[src/rtl/ui_io_pkg.sv]
// ui_io_pkg: shared seven-segment patterns and saturation bound for the UI helpers
package ui_io_pkg;

    // Patterns are {g,f,e,d,c,b,a}, active-low (0 = lit)
    localparam logic [6:0] SEG_BLANK = 7'b1111111;
    localparam logic [6:0] SEG_MINUS = 7'b0111111;

    localparam logic [6:0] SEG_DIGITS [16] = '{
        7'b1000000, 7'b1111001, 7'b0100100, 7'b0110000,
        7'b0011001, 7'b0010010, 7'b0000010, 7'b1111000,
        7'b0000000, 7'b0010000, 7'b0001000, 7'b0000011,
        7'b1000110, 7'b0100001, 7'b0000110, 7'b0001110
    };

    localparam int U8_MAX = 255;

endpackage

[src/rtl/key_press_pulse.sv]
// key_press_pulse: synchronizes one active-low key and emits a one-cycle pulse per press
module key_press_pulse (
    input  logic clk,
    input  logic reset,
    input  logic button,
    output logic pressed
);

    // meta/sync form the synchronizer; cur is the registered synchronized level, prev its last value
    logic meta, sync, cur, prev;

    // All level flops rest at 1 (released) so a key held through reset still produces one pulse
    always_ff @(posedge clk or negedge reset) begin
        if (!reset) begin
            meta    <= 1'b1;
            sync    <= 1'b1;
            cur     <= 1'b1;
            prev    <= 1'b1;
            pressed <= 1'b0;
        end else begin
            meta    <= button;
            sync    <= meta;
            cur     <= sync;
            prev    <= cur;
            pressed <= prev & ~cur;
        end
    end

endmodule

[src/rtl/ui_io_helpers.sv]
// ui_io_helpers: hex decoder, key press detectors and 8-bit saturator for the kernel/filter UI
module ui_io_helpers
    import ui_io_pkg::*;
#(
    parameter int PRECISION   = 16,
    parameter int NUM_BUTTONS = 2
) (
    input  logic                   clk,
    input  logic                   reset,
    input  logic [3:0]             hex_bin,
    output logic [6:0]             hex_seg,
    input  logic [NUM_BUTTONS-1:0] button,
    output logic [NUM_BUTTONS-1:0] pressed,
    input  logic [PRECISION-1:0]   round_in,
    output logic [7:0]             round_out
);

    // Nibble to segment pattern lookup
    always_comb begin
        hex_seg = SEG_DIGITS[hex_bin];
    end

    // Negative values clamp to 0 via the sign bit; non-negative values above 255 clamp to 255
    always_comb begin
        round_out = round_in[PRECISION-1]                ? 8'd0 :
                    (round_in > PRECISION'(U8_MAX))      ? 8'(U8_MAX) :
                                                           round_in[7:0];
    end

    genvar i;
    generate
        for (i = 0; i < NUM_BUTTONS; i++) begin : g_key
            key_press_pulse u_kpp (
                .clk     (clk),
                .reset   (reset),
                .button  (button[i]),
                .pressed (pressed[i])
            );
        end
    endgenerate

endmodule

[config.mk]
export PLATFORM = sky130hd
export DESIGN_NAME = ui_io_helpers
export DESIGN_NICKNAME = d
export VERILOG_FILES = /design/src/rtl/ui_io_pkg.sv /design/src/rtl/key_press_pulse.sv /design/src/rtl/ui_io_helpers.sv
export SDC_FILE = /design/constraint.sdc
export NUM_CORES = 1
export LEC_CHECK = 0
export ABC_CLOCK_PERIOD_IN_PS = 1200
export CELL_PAD_IN_SITES_DETAIL_PLACEMENT = 1
export CELL_PAD_IN_SITES_GLOBAL_PLACEMENT = 1
export CORE_MARGIN = 2
export CORE_UTILIZATION = 25
export DETAILED_ROUTE_END_ITERATION = 8
export PLACE_DENSITY = 0.87
export SLEW_MARGIN = 20
export SYNTH_ARGS = -nofsm -noshare
export SYNTH_HDL_FRONTEND = slang
export SYNTH_SLANG_ARGS = --single-unit
export TNS_END_PERCENT = 20
[constraint.sdc]
create_clock -name clk -period 1.2 [get_ports clk]
set_input_delay 0.12 -clock clk [delete_from_list [all_inputs] [get_ports clk]]
set_output_delay 0.12 -clock clk [all_outputs]
set_load 0.1 [all_outputs]
## Word level (Yosys, flattened, before mapping)

Memories as Yosys holds them, arrays and structs flattened.
Index checks and enable logic that the tools add are counted.

| storage, ports and cells | value |
|---|---|
| register bits after elaboration | 10 |
| ROM bits | 112 |
| memories | 1 |

| cells by class | value |
|---|---|
| magnitude comparators | 2 |
| muxes and demuxes | 4 |
| bitwise logic cells | 5 |

Memories:

| memory | depth | width | read ports | clocked after Yosys merged registers in | wr ports | RTL line | source |
|---|---|---|---|---|---|---|---|
| (no name shown) | 16 | 7 | 1 | 0 | 0 | ui_io_helpers.sv:20 | `hex_seg = SEG_DIGITS[hex_bin];` |

Operators by type and width:

| operator | number |
|---|---|
| $gt A16 B8 Y1 const B | 1 |
| $mux W8 | 2 |
| $mux W7 | 2 |
| $ge A5 B5 Y1 const B | 1 |
| $not A4 Y5 | 1 |
| $and A1 B1 Y1 | 2 |
| $not A1 Y1 | 2 |

## Logic depth before layout (Yosys ltp)

Gate-level depths: netlist of run 1.

| depth | value |
|---|---|
| depth after elaboration | 4 |
| mapped depth | 5 |

## Hierarchy

A second synthesis of run 1 with hierarchy kept.

| second synthesis, totals | value |
|---|---|
| cell total of the unflattened synthesis | 62 |
| area total of the unflattened synthesis | 643.1 µm² |

By module, submodules not included:

| module | instances | cells each | area each (µm²) | sequential area each (µm²) |
|---|---|---|---|---|
| ui_io_helpers | 1 | 50 | 355.3 | 0.0 |
| key_press_pulse | 2 | 6 | 143.9 | 130.1 |

## Worst setup path after synthesis of run 1

OpenSTA, ideal clock, no wires.

| timing | value |
|---|---|
| path kind | input -> output |
| from | input hex_bin[1] |
| to | output hex_seg[4] |
| arrival | 2.608 ns |
| setup slack | -1.528 ns |
| cell stages on the path | 4 |
| buffers on the path | 0 |
| cell sequence | inv_1 > ha_1 > mux2i_1 > o21ai_0 |

| on the way | value |
|---|---|
| longest elaborated chain between the ends | 4 |

RTL lines:

| what | RTL line | source |
|---|---|---|
| start: declaration | ui_io_helpers.sv:10 | `input logic [3:0] hex_bin,` |
| $not A4 Y5 (not written as such) | ui_io_helpers.sv:20 |  |
| $mem_v2 Z16 W7 | n/a |  |
| $mux W7 (not written as such) (2 in a row) | ui_io_helpers.sv:20 |  |
| end: declaration | ui_io_helpers.sv:11 | `output logic [6:0] hex_seg,` |

No other way between the ends. The select of a mux whose other input is x is not followed.

## Final worst setup path of run 1

| timing | value |
|---|---|
| from | input round_in[8] |
| to | output round_out[3] |

| on the way | value |
|---|---|
| longest elaborated chain between the ends | 3 |

RTL lines:

| what | RTL line | source |
|---|---|---|
| start: declaration | ui_io_helpers.sv:14 | `input logic [PRECISION-1:0] round_in,` |
| $gt A16 B8 Y1 | ui_io_helpers.sv:26 | `(round_in > PRECISION'(U8_MAX)) ? 8'(U8_MAX) :` |
| $mux W8 | ui_io_helpers.sv:26 |  |
| $mux W8 | ui_io_helpers.sv:25 | `round_out = round_in[PRECISION-1] ? 8'd0 :` |
| end: declaration | ui_io_helpers.sv:15 | `output logic [7:0] round_out` |

No other way between the ends.

==> out/qor.csv, run 1 <==
metric,value,unit
Worst Path Arrival,1.40,ns
CP max FO,8,
Mapped Nets,94,
All-Layer GR Usage,0.163,
# fillers,242,
Post-synth top flop,dfstp_2,
CTS sink count,10,
final wirelength,2.34,mm
r2r endpoint,g_key[1].u_kpp.pressed,
final setup margin,-0.316,ns
Syn Inst Count,64,
clk_lat worst skew,0.25,ns
fin. max-slew vios,0,
post-route insts no fill,146,
vias per std cell,4.45,
Nets,147,
fraction of layout cells with a size suffix above 1,0.638,
Die Y,54.7,um
Yosys reg bits,10,
"Seq/Total Area, Yosys",0.405,
Initial Util,0.262,
global-route wire length before repair,3.45,mm
Final Total Pwr,0.00142,W
ANT cells,0,
"Avg Cell Area, Syn",10.0,um2
clk buf depth,2,
post-synthesis cell type count,21,
post-CTS setup buffer count,0,
failing checks,negative setup slack,
placed cells,142,
number of flops mapped to enable cells by yosys,0,
Setup-failing EPs final,12,
Synth async-reset ratio,1.00,
Reg2Reg Depth,1,
Tightest Pin Transition,0.393,ns
initial antenna violation count,0,
reg2reg start,g_key[1].u_kpp.prev,
die area,2990,um2
Synth area leaders,"dfstp_2, ha_1, dfrtp_1, a21oi_1, inv_1",
TritonCTS buffer count,3,
io pins,41,
Tmin final,1.52,ns
DRT Pass-1 Iters,2,
f_max,660,MHz
Slew HR,0.737,
worst path required time,1.08,ns
HPWL after DPL,1.85,mm
cell taking the most area after synthesis,dfstp_2,
worst min-delay path class,input pin to asynchronous set/reset pin,
die width,54.7,um
commonest cells in the netlist,"inv_1, a21oi_1, dfstp_2",
ANT nets after route,0,
H-tree level count,1,
largest net degree at the start of global routing,11,
total congestion overflow,0,
maximum VDD drop,0.00102,V
Clock transition at path regs,0.06,ns
WL per Instance,16.0,um
number of global-route vias before repair,701,
crit share post-route,1.26,
startpoint class of the critical path,input pin,
GP Congestion,0.754,
most common cell in the netlist,inv_1,
Root Driver,clkbuf_4,
# DRC,0,
PD cells,910,nW/um2
critical path class,input pin to output pin,
RSZ-0062 raised after global routing,yes,
"setup slack, reg-to-reg",0.51,ns
detailed-route via count,650,
core area,2450,um2
P&R area growth vs syn,142,%
Setup crit end kind,output pin,
Port Buf Inserts,40,
mapped cell area,643,um2
Final Hold Vio Count,0,
Leakage,0.667,nW
Ys Warns,0,
Worst Skew,0.000816,ns
Post-CTS Hold Buffers,0,
status,"complete, but fails checks",
max cap viols,0,
Starting DRT DRC Count,1,
row count,18,
CTS tree,built,
Yosys top cell area share,0.327,
-- how the worst max path moves through the flow --
stage / from / endpoint / slack [ns] / depth (start not counted)
floorplan: round_in[11] / round_out[0] / -0.48 / 3
global placement: round_in[11] / round_out[7] / -0.59 / 6
detailed placement: hex_bin[0] / hex_seg[3] / -0.64 / 6
CTS: round_in[8] / round_out[3] / -0.41 / 6
global route: round_in[8] / round_out[7] / -0.34 / 6
finish: round_in[8] / round_out[3] / -0.32 / 6
-- per-stage QoR --
stage          setup WS, ns  cell area, um2  hold slack, ns  setup TNS, ns   util
2_1_floorplan        -0.484             716          -0.176          -4.80      -
3_3_place_gp         -0.593            1410           0.347          -7.97  0.572
3_5_place_dp         -0.636            1410           0.347          -8.38  0.572
4_1_cts              -0.405            1540           0.171          -4.38  0.628
5_1_grt              -0.342            1560           0.189          -3.34  0.634
6_report             -0.316            1560           0.161          -2.95  0.634
-- registers in the layout, indices dropped and copies added, names as in the netlist --
register	cells
g_key.u_kpp.meta	2
g_key.u_kpp.pressed	2
g_key.u_kpp.prev	2
g_key.u_kpp.cur	2
g_key.u_kpp.sync	2
-- critical path, stage by stage --
cell	delay, ns
buf_6	0.09
or4_4	0.54
nor4_4	0.20
buf_12	0.20
a21oi_4	0.07
buf_12	0.17
-- cells in the final DEF (no fill, tap or decap), drive strengths merged, types with 2 or more instances in the layout --
master,n
a21oi,9
a22o,2
buf,35
clkbuf,5
clkdlybuf4s15,2
clkdlybuf4s50,15
dfrtp,2
dfstp,8
ha,6
inv,11
mux2i,4
nor2,5
nor2b,3
o21ai,2
-- power by group --
part           switching, W  internal [W]  total [W]
clock network     0.0000989      0.000183   0.000282
registers        0.00000748      0.000365   0.000372
logic              0.000453      0.000307   0.000760
-- logic make-up after synthesis --
kind of cell             share of synthesized area
AO/OA/AOI/OAI                                0.128
adder cells (fa/ha/maj)                      0.117
buffers and inverters                        0.107
flip-flops                                   0.405
multiplexers                                 0.115
AND/OR/NAND/NOR                              0.128
-- metal layers --
layer  vias up  wire (um)  part of all wire  track usage
li1        315          -                 -            -
met1       302        894              0.38        0.180
met2        31       1220              0.52        0.313
met3         2        209             0.089       0.0410
met4         0         16            0.0068       0.0250
met5         -          0                 0            0
-- layout make-up --
type / instances / area, um2 / area share
multi-input combinational: 38 / 489 / 0.315
sequential: 10 / 260 / 0.167
clock buffer: 4 / 36.3 / 0.0233
inverter: 11 / 51.3 / 0.0330
timing repair buffer: 53 / 681 / 0.438
tap: 30 / 37.5 / 0.0241
-- timing repair --
action	CTS	global route
resized for setup	40	15
setup endpoints to repair	15	15
endpoints found under the hold margin	0	0
pin swaps	12	1
(Power assumes the default switching activity.)
==> inputs of run 2 (changes only) <==
--- a/config.mk
+++ b/config.mk
@@ -11,7 +11,7 @@
 export CORE_MARGIN = 2
 export CORE_UTILIZATION = 25
 export DETAILED_ROUTE_END_ITERATION = 8
-export PLACE_DENSITY = 0.87
+export PLACE_DENSITY_LB_ADDON = 0.08
 export SLEW_MARGIN = 20
 export SYNTH_ARGS = -nofsm -noshare
 export SYNTH_HDL_FRONTEND = slang
==> run 2 against run 1 <==
Effect of this change:
- cell count increased by 2.1%
- wire length down 11%
- the run still ends with negative setup slack left
- non-clock buffer count is 3 higher
- critical path depth stayed put
- sequential share of layout area decreased by 0.36 points
- critical endpoint is now round_out[7]
- worst hold slack worse by 0.0088 ns
- clock power fell by 14%
==> out/qor.csv, run 2 (synthesis gave the netlist of run 1 again) <==
metric,value,unit
worst min-delay path class,input pin to asynchronous set/reset pin,
GP Congestion,0.768,
io pins,41,
DRT Pass-1 Iters,2,
critical path class,input pin to output pin,
fraction of layout cells with a size suffix above 1,0.630,
Slew HR,0.713,
largest net degree at the start of global routing,11,
Place WS,-0.593,ns
max cap viols,0,
Initial Util,0.262,
CP cell instances,buf_6 > or4_4 > nor4_4 > buf_12 > a21oi_4 > buf_12,
Final Total Pwr,0.00138,W
total congestion overflow,0,
die area,2990,um2
worst path required time,1.08,ns
Port Buf Inserts,40,
die width,54.7,um
Met3 Wirelength,207,um
crit share post-route,1.25,
final setup margin,-0.298,ns
met2 wire length,1.10,mm
core area,2450,um2
startpoint class of the critical path,input pin,
P&R area growth vs syn,147,%
number of global-route vias before repair,702,
PD cells,870,nW/um2
All-Layer GR Usage,0.154,
clk buf depth,2,
Nets,150,
row count,18,
post-layout util,0.647,
most frequent cells in the layout,"buf_12, clkdlybuf4s50_1, inv_1, a21oi_4, buf_4",
failing checks,negative setup slack,
ANT cells,0,
HPWL after DPL,1.57,mm
uppermost routed layer,met4,
Leakage,0.695,nW
status,"complete, but fails checks",
Clock transition at path regs,0.07,ns
"Buf+Inv Stages, Crit Path",3,
f_max,667,MHz
Worst Skew,0.0132,ns
wl on met1,768,um
Setup-failing EPs final,13,
WL per Instance,14.0,um
H-tree level count,1,
maximum VDD drop,0.000834,V
Tightest Pin Transition,0.429,ns
Setup crit end kind,output pin,
# DRC,0,
Setup TNS,-2.76,ns
detailed-route via count,672,
CP max FO,8,
Starting DRT DRC Count,2,
initial antenna violation count,0,
CP max stage cell,or4_4,
critical path's top delay family,simple AND/OR/NAND/NOR gates,
Tmin final,1.50,ns
CTS sink count,10,
TritonCTS buffer count,3,
Root Driver,clkbuf_4,
fin. max-slew vios,0,
CTS tree,built,
ANT nets after route,0,
vias per std cell,4.51,
Die Y,54.7,um
Worst path most repeated cell,buf_12,
RSZ-0062 raised after global routing,yes,
Worst Path Arrival,1.38,ns
Final Hold Vio Count,0,
global-route wire length before repair,3.17,mm
Critical Path Max Stage Delay,0.53,ns
clk_lat worst skew,0.27,ns
# fillers,237,
final wirelength,2.09,mm
"commonest non-fill, non-tap cell in the layout",buf_12,
==> run 2: metrics by stage <==
stage / cells / hold slack [ns] / cell area, um2
3_3_place_gp: 142 / 0.346 / 1420
3_5_place_dp: 142 / 0.347 / 1420
5_1_grt: 149 / 0.173 / 1590
4_1_cts: 149 / 0.163 / 1580
6_report: 149 / 0.152 / 1590
2_1_floorplan: 64 / -0.176 / 716
==> run 2: timing repair <==
item	4_1_cts	5_1_grt
buffers inserted	3	0
pin swaps	16	3
gates resized for setup	51	2
endpoints found under the setup margin	15	15
hold buffers	0	0
endpoints found under the hold margin	0	0
==> run 2: worst paths after layout <==
path | from | to | slack (ns) | depth (start not counted)
worst max register to register | g_key[0].u_kpp.prev | g_key[0].u_kpp.pressed | 0.51 | 1
min in group clk | button[1] | g_key[1].u_kpp.meta | 0.27 | 1
worst min-delay path | reset | g_key[1].u_kpp.pressed | 0.15 | 1
worst max-delay path | round_in[8] | round_out[7] | -0.30 | 6
max in group asynchronous | reset | g_key[0].u_kpp.meta | 0.70 | 1
worst min register to register | g_key[0].u_kpp.sync | g_key[0].u_kpp.cur | 0.34 | 0
==> run 2: power by group <==
part	switching (W)	leakage [nW]	internal, W	total (W)
registers	0.00000745	0.110	0.000365	0.000372
logic	0.000448	0.570	0.000320	0.000769
clock network	0.000114	0.0150	0.000128	0.000242
total	0.000570	0.695	0.000814	0.00138
==> run 2: metal layers <==
layer  global-route usage  up-vias
met3               0.0546        2
li1                     -      321
met1                0.152      315
met4               0.0375        0
met2                0.298       34
met5                    0        -
==> run 2: cell type report <==
| type | count | area (um2) | share of cell area |
|---|---|---|---|
| timing repair buffer | 56 | 732 | 0.461 |
| multi-input combinational | 38 | 489 | 0.308 |
| sequential | 10 | 260 | 0.164 |
| inverter | 11 | 43.8 | 0.0276 |
| tap | 30 | 37.5 | 0.0236 |
| clock buffer | 4 | 26.3 | 0.0165 |
==> inputs of run 3 (changes only) <==
--- a/config.mk
+++ b/config.mk
@@ -8,10 +8,9 @@
 export ABC_CLOCK_PERIOD_IN_PS = 1200
 export CELL_PAD_IN_SITES_DETAIL_PLACEMENT = 1
 export CELL_PAD_IN_SITES_GLOBAL_PLACEMENT = 1
-export CORE_MARGIN = 2
 export CORE_UTILIZATION = 25
 export DETAILED_ROUTE_END_ITERATION = 8
-export PLACE_DENSITY_LB_ADDON = 0.08
+export PLACE_DENSITY_LB_ADDON = 0.2
 export SLEW_MARGIN = 20
 export SYNTH_ARGS = -nofsm -noshare
 export SYNTH_HDL_FRONTEND = slang
==> run 3 against run 2 <==
Effect of this change:
- critical path depth unchanged
- first-iteration DRC count grew to 5.5 times the previous value
- clock skew is 0.0051 ns lower
- worst hold slack improved by 0.0025 ns
- die area shrank 7.2%
- largest power group unchanged
- sequential share of layout area about the same
- sequential power about the same
- setup slack improved by 0.0046 ns
- global-route usage increased by 1.1 points
- cell count is 0.67% lower
- wire length decreased by 1.3%
- the flow still finishes with violations (negative setup slack)
- core utilization is 0.051 points higher
==> out/qor.csv, run 3 (synthesis gave the netlist of run 1 again) <==
metric,value,unit
status,"complete, but fails checks",
failing checks,negative setup slack,
Setup TNS,-2.69,ns
Leakage,0.687,nW
GP Congestion,0.751,
Slew HR,0.716,
max cap viols,0,
fin. max-slew vios,0,
sw frac,0.412,
clk_lat worst skew,0.26,ns
RSZ-0062 raised after global routing,yes,
die width,52.7,um
core area,2450,um2
CP cell instances,buf_6 > or4_4 > nor4_4 > buf_12 > a21oi_4 > buf_12,
cell internal pwr,0.000814,W
initial antenna violation count,0,
Seq pwr share,0.269,
Reg2Reg Depth,1,
global-route wire length before repair,3.24,mm
ANT nets after route,0,
final wirelength,2.06,mm
critical path class,input pin to output pin,
io pins,41,
maximum VDD drop,0.000862,V
P&R area growth vs syn,147,%
crit share post-route,1.24,
Die Y,52.7,um
"commonest non-fill, non-tap cell in the layout",buf_12,
WL per Instance,13.9,um
switching pwr,0.000570,W
CTS tree,built,
detailed-route via count,680,
register area,260,um2
"setup slack, reg-to-reg",0.49,ns
Starting DRT DRC Count,11,
Comb power frac,0.558,
CTS sink count,10,
Worst path most repeated cell,buf_12,
r2r endpoint,g_key[1].u_kpp.pressed,
most frequent cells in the layout,"buf_12, clkdlybuf4s50_1, a21oi_4, buf_6",
post-CTS setup buffer count,0,
largest net degree at the start of global routing,11,
startpoint class of the critical path,input pin,
Worst Skew,0.00809,ns
PD cells,871,nW/um2
DRT Pass-1 Iters,4,
ANT cells,0,
Root Driver,clkbuf_4,
TritonCTS buffer count,3,
Port Buf Inserts,40,
H-tree level count,1,
clock network power share,0.173,
Critical Path Max Stage Delay,0.53,ns
CP max FO,8,
Clock transition at path regs,0.07,ns
CP max stage cell,or4_4,
# DRC,0,
Worst Path Arrival,1.37,ns
reg2reg start,g_key[1].u_kpp.prev,
total congestion overflow,0,
post-layout util,0.648,
HPWL after DPL,1.56,mm
number of global-route vias before repair,712,
Setup-failing EPs final,11,
# fillers,247,
Multi-input gate area,497,um2
f_max,670,MHz
fraction of layout cells with a size suffix above 1,0.653,
Initial Util,0.262,
die area,2780,um2
final setup margin,-0.294,ns
All-Layer GR Usage,0.165,
Nets,149,
Tmin final,1.49,ns
worst min-delay path class,input pin to asynchronous set/reset pin,
vias per std cell,4.59,
Final Hold Vio Count,0,
Post-CTS Hold Buffers,0,
Tightest Pin Transition,0.425,ns
clk buf depth,2,
worst path required time,1.08,ns
Setup crit end kind,output pin,
row count,18,
==> run 3: worst max-delay path by stage <==
| stage | start | to |
|---|---|---|
| finish | round_in[9] | round_out[1] |
| global route | round_in[9] | round_out[6] |
| CTS | round_in[8] | round_out[6] |
| detailed placement | round_in[11] | round_out[6] |
| global placement | round_in[11] | round_out[6] |
| floorplan | round_in[11] | round_out[0] |
==> run 3: area by class of cell <==
cell class,count,area share
Timing Repair Buffer,55,0.455
Multi-Input combinational cell,38,0.312
Sequential cell,10,0.164
Inverter,11,0.0291
Tap cell,30,0.0236
Clock buffer,4,0.0165
==> run 3: per-layer routing <==
layer,track usage,wire length (um),up-vias
met5,0,0,-
met4,0.0132,0,0
met3,0.0667,182,0
met2,0.297,1030,41
met1,0.188,844,314
li1,-,-,325
==> run 3: worst max-delay path, delay by kind of cell <==
kind,cells,cell delay [ns]
compound gates,1,0.07
simple gates,2,0.72
buf+inv,3,0.45
==> run 3: power by group through the flow <==
stage / Clock [W] / Combinational [W] / Sequential [W]
2_1_floorplan: 0 / 0.000408 / 0.000374
3_3_place_gp: 0 / 0.000720 / 0.000377
3_5_place_dp: 0 / 0.000729 / 0.000378
4_1_cts: 0.000254 / 0.000766 / 0.000373
5_1_grt: 0.000273 / 0.000801 / 0.000375
6_report: 0.000239 / 0.000773 / 0.000373
==> run 3: through the flow <==
| step | instances | area [um2] | worst slack (ns) | hold slack (ns) | total power (W) |
|---|---|---|---|---|---|
| global route | 148 | 1590 | -0.328 | 0.177 | 0.00145 |
| global placement | 144 | 1430 | -0.594 | 0.346 | 0.00110 |
| floorplan | 64 | 716 | -0.484 | -0.176 | 0.000782 |
| CTS | 148 | 1580 | -0.435 | 0.159 | 0.00139 |
| finish | 148 | 1590 | -0.294 | 0.155 | 0.00138 |
| detailed placement | 144 | 1430 | -0.625 | 0.347 | 0.00111 |
==> run 3: repair_timing <==
item / in CTS / in global routing
resized for setup: 50 / 7
setup endpoints to repair: 15 / 15
pin swaps: 16 / 4
endpoints found under the hold margin: 0 / 0
